[src/rtl/game_pkg.sv]
// +----------------------------------------------------------------------+
// | game_pkg: screen geometry, field widths, colours and FSM encoding    |
// | Rev 1.0                                                              |
// +----------------------------------------------------------------------+
`default_nettype none

package game_pkg;

  localparam int SCREEN_W  = 160;
  localparam int SCREEN_H  = 120;
  localparam int COLOUR_W  = 3;
  localparam int FB_ADDR_W = 15;
  localparam int X_W       = 8;
  localparam int Y_W       = 7;

  localparam logic [COLOUR_W-1:0] BLACK = 3'b000;
  localparam logic [COLOUR_W-1:0] WHITE = 3'b111;

  typedef enum logic [1:0] {
    ST_IDLE  = 2'd0,
    ST_DRAIN = 2'd1,
    ST_CLEAR = 2'd2
  } state_e;

endpackage

`default_nettype wire

[src/rtl/plot_fifo.sv]
// +----------------------------------------------------------------------+
// | plot_fifo: synchronous FIFO, separate occupancy count, async reset   |
// | Rev 1.0                                                              |
// +----------------------------------------------------------------------+
`default_nettype none

module plot_fifo #(
  parameter int WIDTH = 18,
  parameter int DEPTH = 4
) (
  input  logic             clock,
  input  logic             reset,
  input  logic             push,
  input  logic             pop,
  input  logic [WIDTH-1:0] din,
  output logic [WIDTH-1:0] dout,
  output logic             full,
  output logic             empty
);

  localparam int PTR_W = (DEPTH > 1) ? $clog2(DEPTH) : 1;
  localparam int CNT_W = $clog2(DEPTH + 1);

  logic [WIDTH-1:0] mem_q [DEPTH];
  logic [PTR_W-1:0] wr_ptr_q;
  logic [PTR_W-1:0] rd_ptr_q;
  logic [CNT_W-1:0] count_q;
  logic             do_push;
  logic             do_pop;

  assign full    = (count_q == CNT_W'(DEPTH));
  assign empty   = (count_q == '0);
  assign do_push = push && !full;
  assign do_pop  = pop && !empty;
  assign dout    = mem_q[rd_ptr_q];

  // Pointers wrap naturally because DEPTH is a power of two.
  always_ff @(posedge clock or posedge reset) begin
    if (reset) begin
      wr_ptr_q <= '0;
      rd_ptr_q <= '0;
      count_q  <= '0;
    end else begin
      if (do_push) wr_ptr_q <= wr_ptr_q + PTR_W'(1);
      if (do_pop)  rd_ptr_q <= rd_ptr_q + PTR_W'(1);
      case ({do_push, do_pop})
        2'b10:   count_q <= count_q + CNT_W'(1);
        2'b01:   count_q <= count_q - CNT_W'(1);
        default: count_q <= count_q;
      endcase
    end
  end

  always_ff @(posedge clock) begin
    if (do_push) mem_q[wr_ptr_q] <= din;
  end

endmodule

`default_nettype wire

[src/rtl/plot_receiver.sv]
// +----------------------------------------------------------------------+
// | plot_receiver: buffers sprite plots, writes framebuffer, screen clear|
// | Rev 1.0                                                              |
// +----------------------------------------------------------------------+
`default_nettype none

module plot_receiver #(
  parameter int         SCREEN_W     = 160,
  parameter int         SCREEN_H     = 120,
  parameter int         FIFO_DEPTH   = 4,
  parameter logic [2:0] CLEAR_COLOUR = 3'b000
) (
  input  logic        clock,
  input  logic        reset,
  input  logic        plot,
  input  logic [7:0]  x,
  input  logic [6:0]  y,
  input  logic [2:0]  colour,
  output logic        ready,
  output logic        oob,
  input  logic        clear_req,
  output logic        clear_busy,
  output logic [14:0] fb_addr,
  output logic [2:0]  fb_data,
  output logic        fb_we,
  input  logic        fb_ready
);

  import game_pkg::*;

  localparam int ENTRY_W = FB_ADDR_W + COLOUR_W;
  localparam logic [FB_ADDR_W-1:0] LAST_ADDR = FB_ADDR_W'(SCREEN_W * SCREEN_H - 1);

  state_e               state_q;
  logic [FB_ADDR_W-1:0] fb_addr_q;
  logic [FB_ADDR_W-1:0] sweep_q;
  logic [COLOUR_W-1:0]  fb_data_q;
  logic                 fb_we_q;
  logic                 oob_q;
  logic                 clear_busy_q;

  logic                 fifo_full;
  logic                 fifo_empty;
  logic                 fifo_push;
  logic                 fifo_pop;
  logic [ENTRY_W-1:0]   fifo_din;
  logic [ENTRY_W-1:0]   fifo_dout;

  logic                 accept;
  logic                 in_range;
  logic                 out_free;
  logic [FB_ADDR_W-1:0] x_ext;
  logic [FB_ADDR_W-1:0] y_ext;
  logic [FB_ADDR_W-1:0] lin_addr;

  assign ready    = !fifo_full && (state_q == ST_IDLE);
  assign accept   = plot && ready;
  assign in_range = (int'(x) < SCREEN_W) && (int'(y) < SCREEN_H);

  // y*160 as two shifts: 160 = 128 + 32.
  assign x_ext    = FB_ADDR_W'(x);
  assign y_ext    = FB_ADDR_W'(y);
  assign lin_addr = (y_ext << 7) + (y_ext << 5) + x_ext;

  assign fifo_push = accept && in_range;
  assign fifo_din  = {lin_addr, colour};
  assign out_free  = !fb_we_q || fb_ready;
  assign fifo_pop  = !fifo_empty && out_free && (state_q != ST_CLEAR);

  plot_fifo #(
    .WIDTH (ENTRY_W),
    .DEPTH (FIFO_DEPTH)
  ) u_fifo (
    .clock (clock),
    .reset (reset),
    .push  (fifo_push),
    .pop   (fifo_pop),
    .din   (fifo_din),
    .dout  (fifo_dout),
    .full  (fifo_full),
    .empty (fifo_empty)
  );

  always_ff @(posedge clock or posedge reset) begin
    if (reset) begin
      state_q      <= ST_IDLE;
      fb_addr_q    <= '0;
      fb_data_q    <= '0;
      fb_we_q      <= 1'b0;
      oob_q        <= 1'b0;
      clear_busy_q <= 1'b0;
      sweep_q      <= '0;
    end else begin
      oob_q <= accept && !in_range;
      case (state_q)
        ST_IDLE, ST_DRAIN: begin
          if (fifo_pop) begin
            fb_we_q   <= 1'b1;
            fb_addr_q <= fifo_dout[ENTRY_W-1:COLOUR_W];
            fb_data_q <= fifo_dout[COLOUR_W-1:0];
          end else if (fb_ready) begin
            fb_we_q <= 1'b0;
          end
          if (state_q == ST_IDLE && clear_req) begin
            state_q      <= ST_DRAIN;
            clear_busy_q <= 1'b1;
          end
          // Drained once nothing is queued and the last plot write retires now.
          if (state_q == ST_DRAIN && fifo_empty && out_free) begin
            state_q   <= ST_CLEAR;
            sweep_q   <= '0;
            fb_we_q   <= 1'b1;
            fb_addr_q <= '0;
            fb_data_q <= CLEAR_COLOUR;
          end
        end
        ST_CLEAR: begin
          if (fb_ready) begin
            if (sweep_q == LAST_ADDR) begin
              state_q      <= ST_IDLE;
              fb_we_q      <= 1'b0;
              clear_busy_q <= 1'b0;
            end else begin
              sweep_q   <= sweep_q + FB_ADDR_W'(1);
              fb_addr_q <= sweep_q + FB_ADDR_W'(1);
            end
          end
        end
        default: state_q <= ST_IDLE;
      endcase
    end
  end

  assign fb_addr    = fb_addr_q;
  assign fb_data    = fb_data_q;
  assign fb_we      = fb_we_q;
  assign oob        = oob_q;
  assign clear_busy = clear_busy_q;

endmodule

`default_nettype wire

[config.mk]
export PLATFORM = sky130hd
export DESIGN_NAME = plot_receiver
export DESIGN_NICKNAME = d
export VERILOG_FILES = /design/src/rtl/game_pkg.sv /design/src/rtl/plot_fifo.sv /design/src/rtl/plot_receiver.sv
export SDC_FILE = /design/constraint.sdc
export NUM_CORES = 1
export LEC_CHECK = 0
export CAP_MARGIN = 20
export CORE_MARGIN = 5
export CORE_UTILIZATION = 58
export CTS_CLUSTER_DIAMETER = 200
export DETAILED_ROUTE_END_ITERATION = 8
export PLACE_DENSITY_LB_ADDON = 0.15
export RECOVER_POWER = 25
export SLEW_MARGIN = 10
export SYNTH_ARGS = -nofsm -noshare
export SYNTH_HDL_FRONTEND = slang
export SYNTH_SLANG_ARGS = --single-unit
[constraint.sdc]
create_clock -name clock -period 3.2 [get_ports clock]
set_clock_uncertainty 0.15 [all_clocks]
set_input_delay 0.8 -clock clock [delete_from_list [all_inputs] [get_ports clock]]
set_output_delay 0.8 -clock clock [all_outputs]
set_load 0.02 [all_outputs]
### After elaboration in Yosys (flattened, before gate mapping)

Memories as Yosys holds them, arrays and structs flattened.
Index checks and enable logic that the tools add are counted.

* register bits after elaboration: 45
* memory bits (writable): 72
* memories kept: 1

* add/subtract/negate cells: 7
* magnitude comparators: 2
* eq/ne operators: 15
* mux-type cells: 25
* reduce and logical (&&, ||, !) cells: 29

Memories
* u_fifo.mem_q: depth 4, bits a word 18, read ports 1, clocked after Yosys merged registers in 0, write ports 1, RTL line plot_fifo.sv:24 `logic [WIDTH-1:0] mem_q [DEPTH];`

Operators by type and width (count)
* 15-bit two-way mux: 5
* 15-bit case mux with 2 select lines: 2
* 4-bit AND reduction: 4
* 14-bit by 12-bit adder with 15-bit output: 1
* 15-bit by 1-bit adder with 15-bit output (second input constant): 1
* 15-bit by 8-bit adder with 15-bit output: 1
* 15-bit == test (second input constant): 1
* 1-bit logical AND: 12
* 2-bit inequality test (second input constant): 6
* 8-bit less-than comparator (second input constant): 1
* 1-bit two-way mux: 8
* 2-bit two-way mux: 4
* 7-bit less-than comparator (second input constant): 1
* 3-bit two-way mux: 2
* 3-bit case mux with 2 select lines: 1
* 2-bit nonzero test: 3
* 2-bit by 1-bit adder with 2-bit output (second input constant): 2
* 2-bit by 1-bit == test with 1-bit output (second input constant): 2
* 2-bit == test (second input constant): 2
* 1-bit zero test: 4
* 4-bit by 3-bit inequality test with 1-bit output (second input constant): 1
* 1-bit case mux with 2 select lines: 2
* 2-bit case mux with 2 select lines: 1
* 3-bit by 1-bit adder with 3-bit output (second input constant): 1
* 10 further kinds: 10

### Longest topological paths before layout

Gate-level depths: netlist of the first run.

* word-level depth: 8
* gate-level depth with buffers: 11
* mapped depth without buffers: 11

### Hierarchy

Synthesis of the first run repeated with hierarchy kept, for this count alone.

* cells, all modules: 395
* area, all modules: 5635.4 µm²

By module, submodules not included
* plot_fifo: instances 1, cells an instance 132, area an instance 3041.7 µm², sequential area each 2337.2 µm²
* plot_receiver: instances 1, cells an instance 263, area an instance 2593.7 µm², sequential area each 950.9 µm²

### Least setup slack after synthesis of the first run

OpenSTA, ideal clock, no wires.

* path type: input-to-reg
* start point: input y[0]
* end point: memory u_fifo.mem_q[0][16], data pin
* arrival time: 2.460 ns
* required time: 2.770 ns
* path slack: 0.310 ns
* stages: 7
* path buffers: 0
* path through: fa_1 -> ha_1 -> a21o_1 -> a211oi_1 -> nor2_1 -> o41ai_1 -> xnor2_1

* word-level cells in the longest chain between the ends: 2

RTL lines
* start, declared: RTL line plot_receiver.sv:17 `input logic [6:0] y,`
* 14-bit by 12-bit adder with 15-bit output: RTL line plot_receiver.sv:63 `assign lin_addr = (y_ext << 7) + (y_ext << 5) + x_ext;`
* 15-bit by 8-bit adder with 15-bit output: RTL line plot_receiver.sv:63
* via lin_addr[13]: RTL line plot_receiver.sv:54 `logic [FB_ADDR_W-1:0] lin_addr;`
* end, declared: RTL line plot_fifo.sv:24

The timed path passes the listed nets, and every way through them passes these cells.

### Worst setup path in the final report of the first run

* start point: input y[0]
* end point: memory u_fifo.mem_q[3][16], data pin

The elaborated chain is that of the path after synthesis.

==> results of run 1 <==
-- cell usage after synthesis (4+ instances only) --
cell type and number:
clkbuf_1 8, nand4_1 4, mux2_1 4, edfxtp_1 72, ha_1 19, xor2_1 6, nor3_1 9, mux4_2 18
xnor2_1 17, buf_2 5, a21oi_1 9, o21ai_0 32, o41ai_1 10, nand3_1 6, o2bb2ai_1 8, and2_1 6
inv_1 15, dfrtp_1 45, mux2_2 4, nand2_1 22, nor2_1 22
-- per-stage QoR --
stage	utilization, %	area (um^2)	total power, mW
finish	72.59	6644	4.170
global route	72.59	6644	4.345
CTS	72.62	6646	4.192
detailed placement	66.41	6078	2.407
global placement	66.41	6078	2.387
floorplan	-	5391	2.176
-- cell type report --
type                    count  area [um^2]  share of cell area (%)
well taps                 111        138.9                   2.090
multi-input cells         234         1969                   29.64
inverters                  15        56.30                  0.8475
repair buffers             67        623.1                   9.379
clock inverters            14        140.1                   2.109
clock buffers              18        427.9                   6.441
flip-flops and latches    117         3288                   49.49
-- layout by cell type (no fill, tap or decap), drive strengths merged, types with 10 or more instances in the layout --
cell type,count
nor2,22
inv,21
mux4,18
dfrtp,45
clkdlybuf4s50,35
a21oi,10
buf,22
ha,19
nand2,22
xnor2,17
o21ai,32
edfxtp,72
o41ai,10
clkbuf,19
-- registers in the layout, indices dropped and copies added (netlist names) --
register / count
clear_busy: 1
fb_addr: 15
fb_data: 3
fb_we: 1
oob: 1
state_q: 2
sweep_q: 15
u_fifo.count_q: 3
u_fifo.mem_q: 72
u_fifo.rd_ptr_q: 2
u_fifo.wr_ptr_q: 2
-- power groups by stage --
stage,registers (mW),clock network (mW),logic [mW]
6_report,1.83,1.79,0.548
5_1_grt,1.84,1.89,0.609
2_1_floorplan,1.90,0,0.276
3_5_place_dp,1.85,0,0.553
3_3_place_gp,1.85,0,0.537
4_1_cts,1.83,1.81,0.556
-- worst max path at each step --
stage / endpoint / depth (start not counted) / slack (ns) / start
2_1_floorplan: u_fifo.mem_q[0][16] / 7 / 0.31 / y[0]
3_3_place_gp: u_fifo.mem_q[0][16] / 8 / -0.27 / y[0]
3_5_place_dp: u_fifo.mem_q[1][16] / 8 / -0.34 / y[0]
4_1_cts: u_fifo.mem_q[1][16] / 8 / 0.21 / y[0]
5_1_grt: u_fifo.mem_q[3][16] / 8 / 0.005 / y[0]
6_report: u_fifo.mem_q[3][16] / 8 / 0.20 / y[0]
-- critical path, cell delays in order --
cell and delay [ns]:
clkdlybuf4s50_1 0.45, fa_1 0.51, ha_1 0.30, a21o_1 0.16, a211oi_1 0.25, nor2_1 0.11, o41ai_1 0.31, xnor2_1 0.19
-- per-layer routing --
layer / share of wire (%) / wire, um / up-vias
met2: 50 / 5503 / 107
li1: - / - / 1603
met4: 1.0 / 111 / 0
met1: 43 / 4771 / 1705
met5: 0 / 0 / -
met3: 5.5 / 608 / 10
-- kinds of logic (layout without fill, tap and decap cells) --
| group | Yosys count | after routing | synth area share (%) |
|---|---|---|---|
| flip-flops | 117 | 117 | 60.99 |
| XOR/XNOR | 23 | 23 | 3.736 |
| AND/OR/NAND/NOR | 83 | 83 | 7.821 |
| buffers and inverters | 31 | 114 | 2.483 |
| adder cells (fa/ha/maj) | 22 | 22 | 5.523 |
| AO/OA/AOI/OAI | 79 | 79 | 10.07 |
| multiplexers | 27 | 27 | 9.376 |
==> metrics.cfg, run 1 <==
[min_path]
worstHoldStart=fb_addr[0]
hold_class=reg -> reg
min_to=fb_addr[0]
holdPathStages=2

[power_and_ir_drop]
internal_power_mw=3.065
power_density_nw_per_um2=627.6
pwr-share-comb_pct=13.1
p_sw_mw=1.105
p_sw_share_pct=26.50
pwr-share-clk_pct=43.0
p_leak_nw=2.510
p_seq_share_pct=43.9
max-vdd-ir-drop_mv=0.3805

[floorplanning]
core_um2=9153
initial_utilization_pct=58.91
chipHeight_um=106.4
dieWidth_um=106.4
die-area_um2=11320
pin_count=45
num_rows=35

[logic_synthesis]
synth_top_area_share_pct=40.10
synth_top_flop_cell=edfxtp_1
synth_top_area_cell=edfxtp_1
synth_seq_cells=117
mappedNetlistArea_um2=5391
synth_edf_count=72
syn_nets=427
avgSynthCellArea_um2=14.11
async_flop_share_pct=38.46
synth_warnings=0
ys_types=48
syn_inst=382
ys_seq_area_share_pct=60.99
synth_area_leaders=edfxtp_1 40%, dfrtp_1 21%, mux4_2 7.5%, ha_1 4.4%, o21ai_0 3.0%

[clock_network]
cts.sinks=117
cts_tree=built
post-cts-setup-buffers=0
root_buffer=clkbuf_8
clockBufferDepth=2
ctsHtreeMaxLevel=4
cts_resized=0
cts_buffers=17
clk_latency_ns=0.51
cts_hold_buf=0
clk_pin_slew_ns=0.06

[sta]
hold_slack_ns=0.3245
grt_setup_unrepaired=false
setup_viol=0
min_period_over_period_pct=93.86
min_period_ns=3.003
maxSlewViolCount=0
max_slew_margin_pct=22.70
hold_viol=0
fmax_ghz=0.3330
tns_ns=0
tightest_slew_ns=1.159
worst_slack_ns=0.1966

[route]
drt_iter0_markers=245
antenna_left=0
vias=3425
wl_per_cell_um=19.09
drtPass1Iterations=4
drt_wl_total_um=10990
drc=0
viasPerCell=5.946

[critical_path]
worstReg2RegStart=sweep_q[0]
cp.required_ns=3.28
rr_worst_depth=5
arrival_ns=3.08
path_class=in -> reg
r2r_end=fb_addr[13]
cp-end-kind=register
r2r_setup_slack_ns=0.41
startpoint_type=input pin
path_max_fanout=4

[grt]
met1_usage_pct=28.00
grt-ovfl-total=0
grt_pass1_vias=3417
grt_first_pass_wirelength_um=17800
use_met2_pct=34.03
grt_max_degree=46
grt_busiest_layer=met2
antenna_found_initial=0
grt_use_total_pct=20.98
globalRouteMet3Util_pct=6.254

[placed_design]
post-dp-hpwl_um=7016
pre_cts_ws_ns=-0.3358
place.detailed.instances=544
gp_congestion=0.8003
io_buffers=44

[flow_run]
maxCapViolations=0

[final_layout]
fillers=599
diodes=0
layout-drive-gt1-share_pct=17.63
finalNetCount=497
stdcell_count=576
area_growth_pct=23.23

[status]
status=completed

Power figures use the tool's default switching activity.
==> inputs of run 2 (changes only) <==
- SKIP_LAST_GASP: default -> 1
==> results of run 2 <==
Final layout, timing and power as in run 1 (identical DEF).
